--- config.mk ---
export PLATFORM = sky130hd
export DESIGN_NAME = unified_mem_arbiter
export DESIGN_NICKNAME = d
export VERILOG_FILES = /design/src/rtl/unified_mem_arbiter_pkg.sv /design/src/rtl/mem_lane_align.sv /design/src/rtl/unified_mem_arbiter.sv
export SDC_FILE = /design/constraint.sdc
export NUM_CORES = 1
export LEC_CHECK = 0
export ABC_AREA = 1
export BUFFER_PORTS_ARGS = -buffer_cell sky130_fd_sc_hd__buf_2
export CAP_MARGIN = 20
export CORE_MARGIN = 8
export CORE_UTILIZATION = 47
export CTS_CLUSTER_SIZE = 12
export DETAILED_ROUTE_END_ITERATION = 6
export PLACE_DENSITY = 0.86
export SKIP_CTS_REPAIR_TIMING = 1
export SLEW_MARGIN = 30
export SYNTH_ARGS = -nofsm -noshare
export SYNTH_HDL_FRONTEND = slang
export SYNTH_SLANG_ARGS = --single-unit
--- constraint.sdc ---
create_clock -name CLK -period 1.9 [get_ports CLK]
set_input_delay 0.19 -clock CLK [delete_from_list [all_inputs] [get_ports CLK]]
set_output_delay 0.19 -clock CLK [all_outputs]
set_load 0.03 [all_outputs]
--- src/rtl/unified_mem_arbiter_pkg.sv ---
// Shared definitions for the unified memory arbiter: FSM state encoding and
// the MEM_Control access-size codes used by the MEM stage.
package unified_mem_arbiter_pkg;

  typedef enum logic [1:0] {
    ARB_IDLE      = 2'd0,
    ARB_BUS_IF    = 2'd1,
    ARB_BUS_DATA  = 2'd2,
    ARB_FAULT_RSP = 2'd3
  } arb_state_t;

  // 011, 110 and 111 are unused codes and are reported as illegal.
  localparam logic [2:0] MEM_BYTE              = 3'b000;
  localparam logic [2:0] MEM_HALFWORD          = 3'b001;
  localparam logic [2:0] MEM_WORD              = 3'b010;
  localparam logic [2:0] MEM_BYTE_UNSIGNED     = 3'b100;
  localparam logic [2:0] MEM_HALFWORD_UNSIGNED = 3'b101;

endpackage

--- src/rtl/mem_lane_align.sv ---
// Byte-lane steering for the data port. The store side produces the lane
// enables, the lane-replicated write data and the illegal-access flag. The load
// side shifts the addressed lane down and sign/zero-extends it.
module mem_lane_align
  import unified_mem_arbiter_pkg::*;
(
  input  logic [2:0]  st_ctrl_i,
  input  logic [1:0]  st_off_i,
  input  logic [31:0] st_wdata_i,
  output logic [3:0]  byte_en_o,
  output logic [31:0] wdata_o,
  output logic        illegal_o,
  input  logic [2:0]  ld_ctrl_i,
  input  logic [1:0]  ld_off_i,
  input  logic [31:0] rdata_i,
  output logic [31:0] ld_data_o
);

  logic [31:0] rd_shift;

  // Store-side lane enables, replicated data and alignment check.
  always_comb begin
    byte_en_o = 4'b0000;
    wdata_o   = 32'h0;
    illegal_o = 1'b0;
    case (st_ctrl_i)
      MEM_BYTE, MEM_BYTE_UNSIGNED: begin
        byte_en_o = 4'b0001 << st_off_i;
        wdata_o   = {4{st_wdata_i[7:0]}};
      end
      MEM_HALFWORD, MEM_HALFWORD_UNSIGNED: begin
        byte_en_o = 4'b0011 << st_off_i;
        wdata_o   = {2{st_wdata_i[15:0]}};
        illegal_o = st_off_i[0];
      end
      MEM_WORD: begin
        byte_en_o = 4'b1111;
        wdata_o   = st_wdata_i;
        illegal_o = (st_off_i != 2'b00);
      end
      default: illegal_o = 1'b1;
    endcase
  end

  // Load-side lane extraction followed by sign or zero extension.
  always_comb begin
    rd_shift  = rdata_i >> {ld_off_i, 3'b000};
    ld_data_o = 32'h0;
    case (ld_ctrl_i)
      MEM_BYTE:              ld_data_o = {{24{rd_shift[7]}}, rd_shift[7:0]};
      MEM_BYTE_UNSIGNED:     ld_data_o = {24'h0, rd_shift[7:0]};
      MEM_HALFWORD:          ld_data_o = {{16{rd_shift[15]}}, rd_shift[15:0]};
      MEM_HALFWORD_UNSIGNED: ld_data_o = {16'h0, rd_shift[15:0]};
      MEM_WORD:              ld_data_o = rd_shift;
      default:               ld_data_o = 32'h0;
    endcase
  end

endmodule

--- src/rtl/unified_mem_arbiter.sv ---
// Shares one single-port memory bus between the fetch port and the load/store
// port: arbitration with starvation guard, req/ack sequencing, bus timeout.
//
//   state          | meaning
//   ---------------+---------------------------------------------------------
//   ARB_IDLE       | no bus cycle open; pick a port or report an illegal access
//   ARB_BUS_IF     | fetch cycle on the bus, waiting for Bus_Ack or timeout
//   ARB_BUS_DATA   | load/store cycle on the bus, waiting for Bus_Ack or timeout
//   ARB_FAULT_RSP  | illegal data access; MEM_Ready+MEM_Fault shown this cycle
module unified_mem_arbiter
  import unified_mem_arbiter_pkg::*;
#(
  parameter int unsigned STARVE_LIMIT   = 4,
  parameter int unsigned TIMEOUT_CYCLES = 255
) (
  input  logic        CLK,
  input  logic        RST,
  input  logic        IF_Req,
  input  logic [31:0] IF_Addr,
  output logic [31:0] IF_Instr,
  output logic        IF_Ready,
  output logic        IF_Fault,
  input  logic        MEM_Req,
  input  logic        MEM_Write_En,
  input  logic [2:0]  MEM_Control,
  input  logic [31:0] MEM_Addr,
  input  logic [31:0] MEM_WData,
  output logic [31:0] MEM_RData,
  output logic        MEM_Ready,
  output logic        MEM_Fault,
  output logic        Bus_Req,
  output logic        Bus_We,
  output logic [3:0]  Bus_Byte_En,
  output logic [31:0] Bus_Addr,
  output logic [31:0] Bus_WData,
  input  logic [31:0] Bus_RData,
  input  logic        Bus_Ack
);

  localparam logic [3:0] STARVE_LIM_C = 4'(STARVE_LIMIT);
  localparam logic [7:0] TMO_LOAD_C   = 8'(TIMEOUT_CYCLES - 1);

  arb_state_t  state_q, state_d;
  logic [3:0]  starve_q, starve_d;
  logic [7:0]  tmo_q, tmo_d;
  logic        bus_req_q, bus_req_d, bus_we_q, bus_we_d;
  logic [3:0]  bus_be_q, bus_be_d;
  logic [31:0] bus_addr_q, bus_addr_d, bus_wdata_q, bus_wdata_d;
  logic [1:0]  off_q, off_d;
  logic [2:0]  ctrl_q, ctrl_d;
  logic        if_ready_q, if_ready_d, if_fault_q, if_fault_d;
  logic [31:0] if_instr_q, if_instr_d, mem_rdata_q, mem_rdata_d;
  logic        mem_ready_q, mem_ready_d, mem_fault_q, mem_fault_d;

  logic [3:0]  st_be;
  logic [31:0] st_wdata, ld_data;
  logic        st_illegal;
  logic        unused_if_addr;

  assign unused_if_addr = ^IF_Addr[1:0];

  mem_lane_align u_align (
    .st_ctrl_i  (MEM_Control),
    .st_off_i   (MEM_Addr[1:0]),
    .st_wdata_i (MEM_WData),
    .byte_en_o  (st_be),
    .wdata_o    (st_wdata),
    .illegal_o  (st_illegal),
    .ld_ctrl_i  (ctrl_q),
    .ld_off_i   (off_q),
    .rdata_i    (Bus_RData),
    .ld_data_o  (ld_data)
  );

  // Arbitration, bus sequencing and completion/fault responses.
  always_comb begin
    state_d     = state_q;
    starve_d    = starve_q;
    tmo_d       = tmo_q;
    bus_req_d   = bus_req_q;
    bus_we_d    = bus_we_q;
    bus_be_d    = bus_be_q;
    bus_addr_d  = bus_addr_q;
    bus_wdata_d = bus_wdata_q;
    off_d       = off_q;
    ctrl_d      = ctrl_q;
    if_ready_d  = 1'b0;
    if_fault_d  = 1'b0;
    if_instr_d  = 32'h0;
    mem_ready_d = 1'b0;
    mem_fault_d = 1'b0;
    mem_rdata_d = 32'h0;
    case (state_q)
      ARB_IDLE: begin
        if (MEM_Req && (!IF_Req || (starve_q < STARVE_LIM_C))) begin
          if (IF_Req) starve_d = starve_q + 4'd1;
          if (st_illegal) begin
            state_d     = ARB_FAULT_RSP;
            mem_ready_d = 1'b1;
            mem_fault_d = 1'b1;
          end else begin
            state_d     = ARB_BUS_DATA;
            bus_req_d   = 1'b1;
            bus_we_d    = MEM_Write_En;
            bus_be_d    = st_be;
            bus_addr_d  = {MEM_Addr[31:2], 2'b00};
            bus_wdata_d = MEM_Write_En ? st_wdata : 32'h0;
            off_d       = MEM_Addr[1:0];
            ctrl_d      = MEM_Control;
            tmo_d       = TMO_LOAD_C;
          end
        end else if (IF_Req) begin
          state_d     = ARB_BUS_IF;
          starve_d    = 4'd0;
          bus_req_d   = 1'b1;
          bus_we_d    = 1'b0;
          bus_be_d    = 4'b1111;
          bus_addr_d  = {IF_Addr[31:2], 2'b00};
          bus_wdata_d = 32'h0;
          tmo_d       = TMO_LOAD_C;
        end
      end
      ARB_BUS_IF, ARB_BUS_DATA: begin
        if (Bus_Ack) begin
          state_d   = ARB_IDLE;
          bus_req_d = 1'b0;
          if (state_q == ARB_BUS_IF) begin
            // A fetch flushed while on the bus still completes, silently.
            if_ready_d = IF_Req;
            if_instr_d = IF_Req ? Bus_RData : 32'h0;
          end else begin
            mem_ready_d = 1'b1;
            mem_rdata_d = bus_we_q ? 32'h0 : ld_data;
          end
        end else if (tmo_q == 8'd0) begin
          state_d   = ARB_IDLE;
          bus_req_d = 1'b0;
          if (state_q == ARB_BUS_IF) begin
            if_ready_d = 1'b1;
            if_fault_d = 1'b1;
          end else begin
            mem_ready_d = 1'b1;
            mem_fault_d = 1'b1;
          end
        end else begin
          tmo_d = tmo_q - 8'd1;
        end
      end
      default: state_d = ARB_IDLE;
    endcase
  end

  // State and output registers with synchronous active-low reset.
  always_ff @(posedge CLK) begin
    if (!RST) begin
      state_q     <= ARB_IDLE;
      starve_q    <= 4'd0;
      tmo_q       <= 8'd0;
      bus_req_q   <= 1'b0;
      bus_we_q    <= 1'b0;
      bus_be_q    <= 4'b0000;
      bus_addr_q  <= 32'h0;
      bus_wdata_q <= 32'h0;
      off_q       <= 2'b00;
      ctrl_q      <= 3'b000;
      if_ready_q  <= 1'b0;
      if_fault_q  <= 1'b0;
      if_instr_q  <= 32'h0;
      mem_ready_q <= 1'b0;
      mem_fault_q <= 1'b0;
      mem_rdata_q <= 32'h0;
    end else begin
      state_q     <= state_d;
      starve_q    <= starve_d;
      tmo_q       <= tmo_d;
      bus_req_q   <= bus_req_d;
      bus_we_q    <= bus_we_d;
      bus_be_q    <= bus_be_d;
      bus_addr_q  <= bus_addr_d;
      bus_wdata_q <= bus_wdata_d;
      off_q       <= off_d;
      ctrl_q      <= ctrl_d;
      if_ready_q  <= if_ready_d;
      if_fault_q  <= if_fault_d;
      if_instr_q  <= if_instr_d;
      mem_ready_q <= mem_ready_d;
      mem_fault_q <= mem_fault_d;
      mem_rdata_q <= mem_rdata_d;
    end
  end

  assign IF_Instr    = if_instr_q;
  assign IF_Ready    = if_ready_q;
  assign IF_Fault    = if_fault_q;
  assign MEM_RData   = mem_rdata_q;
  assign MEM_Ready   = mem_ready_q;
  assign MEM_Fault   = mem_fault_q;
  assign Bus_Req     = bus_req_q;
  assign Bus_We      = bus_we_q;
  assign Bus_Byte_En = bus_be_q;
  assign Bus_Addr    = bus_addr_q;
  assign Bus_WData   = bus_wdata_q;

endmodule

==> results.cfg, run 1 <==
[status]
status = finished clean

[cts]
clockRootBuffer = clkbuf_16
cts_inserted_buffers = 17
clkTransAtPathRegs_ns = 0.07
cts_tree = built
clockBufferDepth = 2
htreeDepth = 4
cts_sinks = 155
insertion_delay_ns = 0.42

[cells_and_area]
syn2layout_area_growth_pct = 31.8
final_util = 0.630
final_cells = 1464
drive_gt1_frac = 0.274
fin_nets = 1410
diodes = 0

[critical_path]
timing.rr.start = state_q[0]$_SDFFE_PN0P_
reg2reg_setup_slack_ns = 0.13
worstSetupPathType = flip-flop to flip-flop
path_delay_family = buffers and inverters
critPathMaxStageDelay_ns = 0.38
cp-startpoint = state_q[0]$_SDFFE_PN0P_
required_ns = 2.24
critPathSlowestCell = dfxtp_1
path_cells = inv_1, ha_1, o21ai_0, inv_1, nand2_2, buf_4, nand2_1, a21oi_1
critPathMaxFanout = 18
cp_common_cell = inv_1
critPathCaptureType = flip-flop
critical_path_arrival_ns = 2.11
start_kind = flip-flop
cp_num_buf_inv = 3

[synthesis]
muxShareOfSynthArea = 0
ys_ff_latch = 155
synth_compound_area_frac = 0.123
yosysSeqAreaShare = 0.450
synth_cell_type_count = 33
syn_area_um2 = 6890
yosys_warnings = 0
synthCells = 1009
yosys.area_share.adder = 0.0109
synth_top_family_by_area = simple AND/OR/NAND/NOR gates
synth.avg_cell_area_um2 = 6.83
yosys.area_share.simple = 0.320
synth-xor-area-share = 0.00254

[place]
io_buffers = 270
placed_cells = 1430
dp.final_hpwl_um = 17000
globalplace.congestion = 0.921

[floorplanning]
dieArea_um2 = 18800
die_height_um = 137
die_w_um = 137
pin_count = 275
core_area_um2 = 14400
start_util = 0.478
rows = 44

[global_routing]
gr-total-overflow = 0
grt_pass1_wl_um = 34300
grt_pass1_vias = 7039
antenna_found_initial = 0
track_usage = 0.233
grt_start_max_net_pins = 45

[power]
p_per_area_nw_per_um2 = 1070
pwr-share-seq = 0.377
pwr-share-clk = 0.367
switching_share = 0.333
combPwrFrac = 0.256
p_int_mw = 6.48
power_switching_mw = 3.23
power.leakage_nw = 4.80
vdd_drop_max_mv = 0.617

[detailed_routing]
wl_per_cell_um = 15.4
drt_first_pass_iters = 5
drt_wl_total_um = 22500
vias = 7417
drt_iter0_drc = 502
avgViaCountPerCell = 5.07
drcViolationCount = 0
ant_nets = 0

[flow_run]
timing.max_cap.violations = 0

[sta]
hold_slack_ns = 0.00820
finalSetupViolCount = 0
period_share = 0.930
finalHoldViolCount = 0
max-slew-margin-rel = 0.616
clock_skew_ns = 0.00648
tightest_slew_ns = 0.570
drv_slew = 0
max_freq_mhz = 566
rsz0062_at_grt = true
min_period_ns = 1.77

[min_path]
hold_class = input pin to flip-flop
min_from = Bus_RData[6]
## final timing paths
| path | cells after the start | end |
|---|---|---|
| hold reg to reg | 2 | starve_q[3]$_SDFFE_PN0P_ |
| setup / recovery | 8 | Bus_We$_SDFFE_PN0P_ |
| hold / removal | 3 | IF_Instr[6]$_SDFF_PN0_ |
| setup reg to reg | 8 | Bus_We$_SDFFE_PN0P_ |
## per-stage QoR
| stage | setup TNS, ns | setup slack [ns] | instance area, um^2 | power (mW) |
|---|---|---|---|---|
| 3_3_place_gp | 0 | 0.149 | 8420 | 6.12 |
| 4_1_cts | 0 | 0.0516 | 9040 | 9.75 |
| 3_5_place_dp | 0 | 0.0727 | 8420 | 6.18 |
| 5_1_grt | -0.00794 | -0.00391 | 9090 | 10.2 |
| 6_report | 0 | 0.132 | 9090 | 9.71 |
| 2_1_floorplan | 0 | 0.203 | 6900 | 5.44 |
## sequential cells by signal (all words and copies together), names as in the netlist
signal / cells
Bus_Req: 1
Bus_Addr: 30
ctrl_q: 3
MEM_RData: 32
IF_Instr: 32
IF_Fault: 1
Bus_Byte_En: 4
off_q: 2
tmo_q: 8
MEM_Fault: 1
Bus_We: 1
MEM_Ready: 1
state_q: 2
IF_Ready: 1
starve_q: 4
Bus_WData: 32
## metal layers
layer,vias up,routed length [um],share of wire,global-route usage
met4,0,585,0.026,0.110
met2,365,11000,0.49,0.404
met5,-,0,0,0
li1,3702,-,-,-
met3,34,2600,0.12,0.0767
met1,3316,8270,0.37,0.251
## cell type report
| cell class | instances | area [um^2] |
|---|---|---|
| clock inverter | 14 | 183 |
| sequential | 155 | 3100 |
| tap | 184 | 230 |
| timing repair buffer | 295 | 1620 |
| multi-input combinational | 705 | 3160 |
| clock buffer | 18 | 439 |
| fill | 1318 | 5340 |
| inverter | 93 | 352 |
## Yosys cell counts, drive strengths merged
cell type,number,area (um^2)
a21oi,58,309
and2,1,6.26
buf,33,203
clkbuf,24,90.1
clkinv,1,3.75
conb,1,3.75
dfxtp,155,3100
ha,6,75.1
inv,92,345
nand2,268,1010
nand3,90,455
nand3b,4,30.0
nand4,2,12.5
nor2,159,607
nor3,3,20.0
nor3b,2,15.0
o211ai,13,97.6
o21a,1,7.51
o21ai,86,430
or2,8,50.1
xor2,2,17.5
## power by group through the flow
stage / Clock, mW / Combinational, mW / Sequential, mW
6_report: 3.56 / 2.49 / 3.66
5_1_grt: 3.76 / 2.75 / 3.70
3_5_place_dp: 0 / 2.45 / 3.73
2_1_floorplan: 0 / 1.37 / 4.07
3_3_place_gp: 0 / 2.40 / 3.72
4_1_cts: 3.62 / 2.46 / 3.66
## cells in the final DEF (no fill, tap or decap), types with 4 or more instances in the layout
master / netlist / final
nand3_1: 89 / 89
nand2_1: 266 / 265
buf_12: 0 / 6
inv_6: 0 / 5
buf_4: 3 / 16
clkbuf_16: 0 / 17
inv_2: 6 / 5
o21ai_0: 74 / 74
a21oi_1: 55 / 55
buf_2: 24 / 270
ha_1: 6 / 6
o211ai_1: 13 / 13
nor2_1: 157 / 156
nand3b_1: 4 / 4
or2_2: 8 / 8
dfxtp_1: 155 / 155
o21ai_1: 12 / 12
inv_1: 86 / 86
## kinds of logic (layout without fill, tap and decap cells)
logic type | after synthesis | count (layout)
AND/OR/NAND/NOR | 537 | 537
AO/OA/AOI/OAI | 158 | 158
flip-flops | 155 | 155
buffers and inverters | 150 | 420
adder cells (fa/ha/maj) | 6 | 6
XOR/XNOR | 2 | 2
other | 1 | 2
## worst min-delay path, delay by kind of cell
kind,cells,cell delay [ns]
buffers and inverters,2,0.12
AND/OR/NAND/NOR,1,0.08
Note: power is estimated with default switching activity, not from simulation.
==> run 2, diff against run 1 <==
PLACE_DENSITY = 0.84   (was 0.86)
==> run 2 against run 1 <==
Wire length decreased by 3.5%. Clock-buffer cell count decreased by 1. Global-route usage decreased by 0.38 points. Clock power decreased by 1%. Non-clock buffer count decreased by 4. Cell count decreased by 0.27%. Clock skew increased by 0.0036 ns. Sequential cell count unchanged. Setup slack improved by 0.012 ns. Highest routed layer unchanged.
==> results.cfg, run 2 (same netlist as run 1, synthesis figures left out) <==
[cts]
cts_sinks = 155
cts_inserted_buffers = 17
insertion_delay_ns = 0.42
clockRootBuffer = clkbuf_16
clkTransAtPathRegs_ns = 0.06
cts_tree = built
htreeDepth = 4
clockBufferDepth = 2

[place]
globalplace.congestion = 0.991
dp.final_hpwl_um = 16500
io_buffers = 270
placed_cells = 1428
placed_area_um2 = 8400
pre_cts_ws_ns = 0.0687

[sta]
tightest_slew_ns = 0.565
finalHoldViolCount = 0
finalSetupViolCount = 0
rsz0062_at_grt = false
drv_slew = 0
max_freq_mhz = 570
min_period_ns = 1.76
max-slew-margin-rel = 0.622
fin_ws_ns = 0.144
setup_tns_ns = 0
period_share = 0.924
clock_skew_ns = 0.0101

[cells_and_area]
final_util = 0.625
drive_gt1_frac = 0.273
diodes = 0
final_cells = 1460
fin_nets = 1406
final_common_cell = buf_2
post-route-cell-area_um2 = 9020
syn2layout_area_growth_pct = 30.8
final_cell_mix = 270 x buf_2, 265 x nand2_1, 156 x nor2_1
nFillCells = 1321

[global_routing]
grt_start_max_net_pins = 47
antenna_found_initial = 0
track_usage = 0.229
gr-total-overflow = 0
grt_pass1_wl_um = 34200
grt_pass1_vias = 6982

[detailed_routing]
avgViaCountPerCell = 4.97
drcViolationCount = 0
drt_first_pass_iters = 5
vias = 7260
ant_nets = 0
drt_wl_total_um = 21700
drt_iter0_drc = 396
wl_per_cell_um = 14.9

[status]
status = finished clean

[floorplanning]
die_height_um = 137
core_area_um2 = 14400
start_util = 0.478
rows = 44
dieArea_um2 = 18800
die_w_um = 137
pin_count = 275

[critical_path]
critical_path_arrival_ns = 2.10
required_ns = 2.24
critPathCaptureType = flip-flop
critPathMaxFanout = 46
start_kind = flip-flop
worstSetupPathType = flip-flop to flip-flop
reg2reg_depth = 8

[flow_run]
timing.max_cap.violations = 0

[power]
vdd_drop_max_mv = 0.606
p_per_area_nw_per_um2 = 1070
power.leakage_nw = 4.77

[min_path]
hold_class = input pin to flip-flop
min_path_cells = 3
-- run 2: cell count changes in the layout (fill, tap and decap cells not counted), sizes merged --
cell         previous run  this run
clkbuf                 18        17
buf                   294       291
dlygate4sd3             1         0
clkinv                  4         5
-- run 2: per-stage QoR --
stage          hold WS (ns)  total power [mW]
2_1_floorplan         0.302              5.44
3_3_place_gp          0.427              6.12
3_5_place_dp          0.436              6.17
4_1_cts            -0.00218              9.68
5_1_grt              0.0113              10.1
6_report             0.0113              9.62
-- run 2: worst paths after layout --
path	slack (ns)	startpoint	endpoint
hold reg to reg	0.46	Bus_WData[24]$_SDFFE_PN0P_	Bus_WData[24]$_SDFFE_PN0P_
hold / removal	0.01	Bus_RData[2]	IF_Instr[2]$_SDFF_PN0_
setup reg to reg	0.14	state_q[0]$_SDFFE_PN0P_	Bus_Addr[18]$_SDFFE_PN0P_
setup / recovery	0.14	state_q[0]$_SDFFE_PN0P_	Bus_Addr[18]$_SDFFE_PN0P_
-- run 2: critical path, stage by stage (launching register included) --
cell	delay, ns
dfxtp_1	0.37
inv_1	0.06
ha_1	0.23
o21ai_0	0.17
inv_1	0.17
nand2_4	0.19
buf_12	0.23
o21ai_1	0.10
nor2_1	0.14
-- run 2: final cells by class --
class / instances / area (um^2) / share of cell area
Clock inverter: 15 / 188 / 0.0208
Clock buffer: 17 / 425 / 0.0472
Inverter: 93 / 352 / 0.0390
Timing Repair Buffer: 291 / 1560 / 0.173
Sequential cell: 155 / 3100 / 0.344
Tap cell: 184 / 230 / 0.0255
Multi-Input combinational cell: 705 / 3160 / 0.351
-- run 2: per-layer routing --
metal / GRT usage / part of all wire / up-vias
met2: 0.400 / 0.49 / 330
met1: 0.256 / 0.38 / 3214
met3: 0.0731 / 0.11 / 29
met4: 0.0797 / 0.021 / 0
met5: 0 / 0 / -
li1: - / - / 3687
-- run 2: report_power, final --
part	leakage [nW]	internal [mW]	switching, mW	total [mW]
logic	3.21	0.815	1.63	2.45
clock network	0.303	2.10	1.41	3.51
registers	1.26	3.52	0.152	3.67
==> run 3, diff against run 2 <==
CORE_UTILIZATION = 35   (was 47)
PLACE_DENSITY = 0.67   (was 0.84)
==> run 3 against run 2 <==
The flow now finishes with violations (negative hold slack). Final area increased by 1.0%. Critical path type unchanged. Maximum frequency rose by 1.1%. Highest routed layer is now met5. Sequential cell count unchanged.
==> results.cfg, run 3 (same netlist as run 1, synthesis figures left out) <==
[critical_path]
reg2reg_setup_slack_ns = 0.16
start_kind = flip-flop
critPathMaxFanout = 33
cp-startpoint = state_q[0]$_SDFFE_PN0P_
timing.rr.start = state_q[0]$_SDFFE_PN0P_
critical_path_arrival_ns = 2.09
reg2reg_to = IF_Instr[28]$_SDFF_PN0_
reg2reg_depth = 7
required_ns = 2.25
worstSetupPathType = flip-flop to flip-flop
critPathCaptureType = flip-flop

[cells_and_area]
final_cells = 1544
drive_gt1_frac = 0.274
nFillCells = 2014
final_common_cell = buf_2
fin_nets = 1409
syn2layout_area_growth_pct = 32.1
final_cell_mix = 270 x buf_2, 265 x nand2_1, 156 x nor2_1
diodes = 0

[power]
power.leakage_nw = 4.75
combPwrFrac = 0.263
p_int_mw = 6.20
power_switching_mw = 3.25
p_per_area_nw_per_um2 = 1040
switching_share = 0.344
pwr-share-clk = 0.350
vdd_drop_max_mv = 0.689
pwr-share-seq = 0.387

[global_routing]
antenna_found_initial = 3
gr-total-overflow = 0
grt_pass1_wl_um = 36500
track_usage = 0.188
grt_start_max_net_pins = 54
grt_pass1_vias = 7185

[cts]
htreeDepth = 4
cts_tree = built
cts_sinks = 155
cts_inserted_buffers = 17
insertion_delay_ns = 0.42
clkTransAtPathRegs_ns = 0.07
clockBufferDepth = 2
clockRootBuffer = clkbuf_16

[sta]
finalHoldViolCount = 1
drv_slew = 0
hold_slack_ns = -0.000771
rsz0062_at_grt = true
max_freq_mhz = 576
max-slew-margin-rel = 0.609
clock_skew_ns = 0.00943
fin_ws_ns = 0.164
period_share = 0.914
tightest_slew_ns = 0.581
finalSetupViolCount = 0
min_period_ns = 1.74

[place]
dp.final_hpwl_um = 17800
globalplace.congestion = 0.886
pre_cts_ws_ns = 0.117
placed_cells = 1510
io_buffers = 270

[floorplanning]
pin_count = 275
start_util = 0.355
die_height_um = 156
rows = 51
core_area_um2 = 19400
die_w_um = 156
dieArea_um2 = 24400

[status]
violations = negative hold slack
status = finished with violations

[min_path]
hold_class = input pin to flip-flop
min_path_cells = 3
min_from = Bus_RData[6]
holdPathEnd = IF_Instr[6]$_SDFF_PN0_

[detailed_routing]
drcViolationCount = 0
drt_iter0_drc = 320
drt_first_pass_iters = 6
vias = 7276
avgViaCountPerCell = 4.71
drt_wl_total_um = 23200
ant_nets = 0
wl_per_cell_um = 15.0

[flow_run]
timing.max_cap.violations = 0
==> run 3: cell type report <==
class                   instances  area [um^2]  area share
well taps                     265          332      0.0364
inverters                      93          352      0.0386
clock buffers                  18          439      0.0482
repair buffers                294         1590       0.175
flip-flops and latches        155         3100       0.341
multi-input cells             705         3160       0.347
clock inverters                14          134      0.0147
==> run 3: worst max path at each step <==
stage	to	slack, ns	cells past startpoint
global placement	MEM_RData[29]$_SDFF_PP0_	0.15	8
floorplan	tmo_q[4]$_SDFFE_PN0P_	0.20	7
global route	Bus_WData[16]$_SDFFE_PN0P_	-0.007	8
CTS	Bus_Addr[29]$_SDFFE_PN0P_	0.10	8
detailed placement	Bus_Addr[29]$_SDFFE_PN0P_	0.12	8
finish	IF_Instr[28]$_SDFF_PN0_	0.16	7
==> run 3: worst max-delay path: stages (launching register included) <==
cell and delay [ns]:
dfxtp_1 0.39, inv_1 0.06, ha_1 0.37, buf_4 0.21, nand3_1 0.11, nand3b_1 0.22
buf_12 0.19, nor2_1 0.11
==> run 3: metrics by stage <==
stage               total power [mW]  cell area [um^2]  utilization  setup TNS, ns
finish                          9.45              9110        0.470              0
global route                    10.0              9110        0.470        -0.0107
CTS                             9.54              9080        0.468              0
detailed placement              6.20              8500        0.438              0
global placement                6.18              8500        0.438              0
floorplan                       5.44              6900            -              0
==> run 3: power groups by stage <==
stage,Sequential (mW),Combinational (mW),Clock [mW]
3_5_place_dp,3.73,2.47,0
6_report,3.66,2.48,3.31
2_1_floorplan,4.07,1.37,0
3_3_place_gp,3.73,2.45,0
5_1_grt,3.69,2.78,3.54
4_1_cts,3.66,2.48,3.39
==> run 3: metal layers <==
layer,global-route usage,part of all wire
met5,0,0.0013
met4,0.0700,0.022
met3,0.0632,0.098
met2,0.320,0.47
met1,0.215,0.41
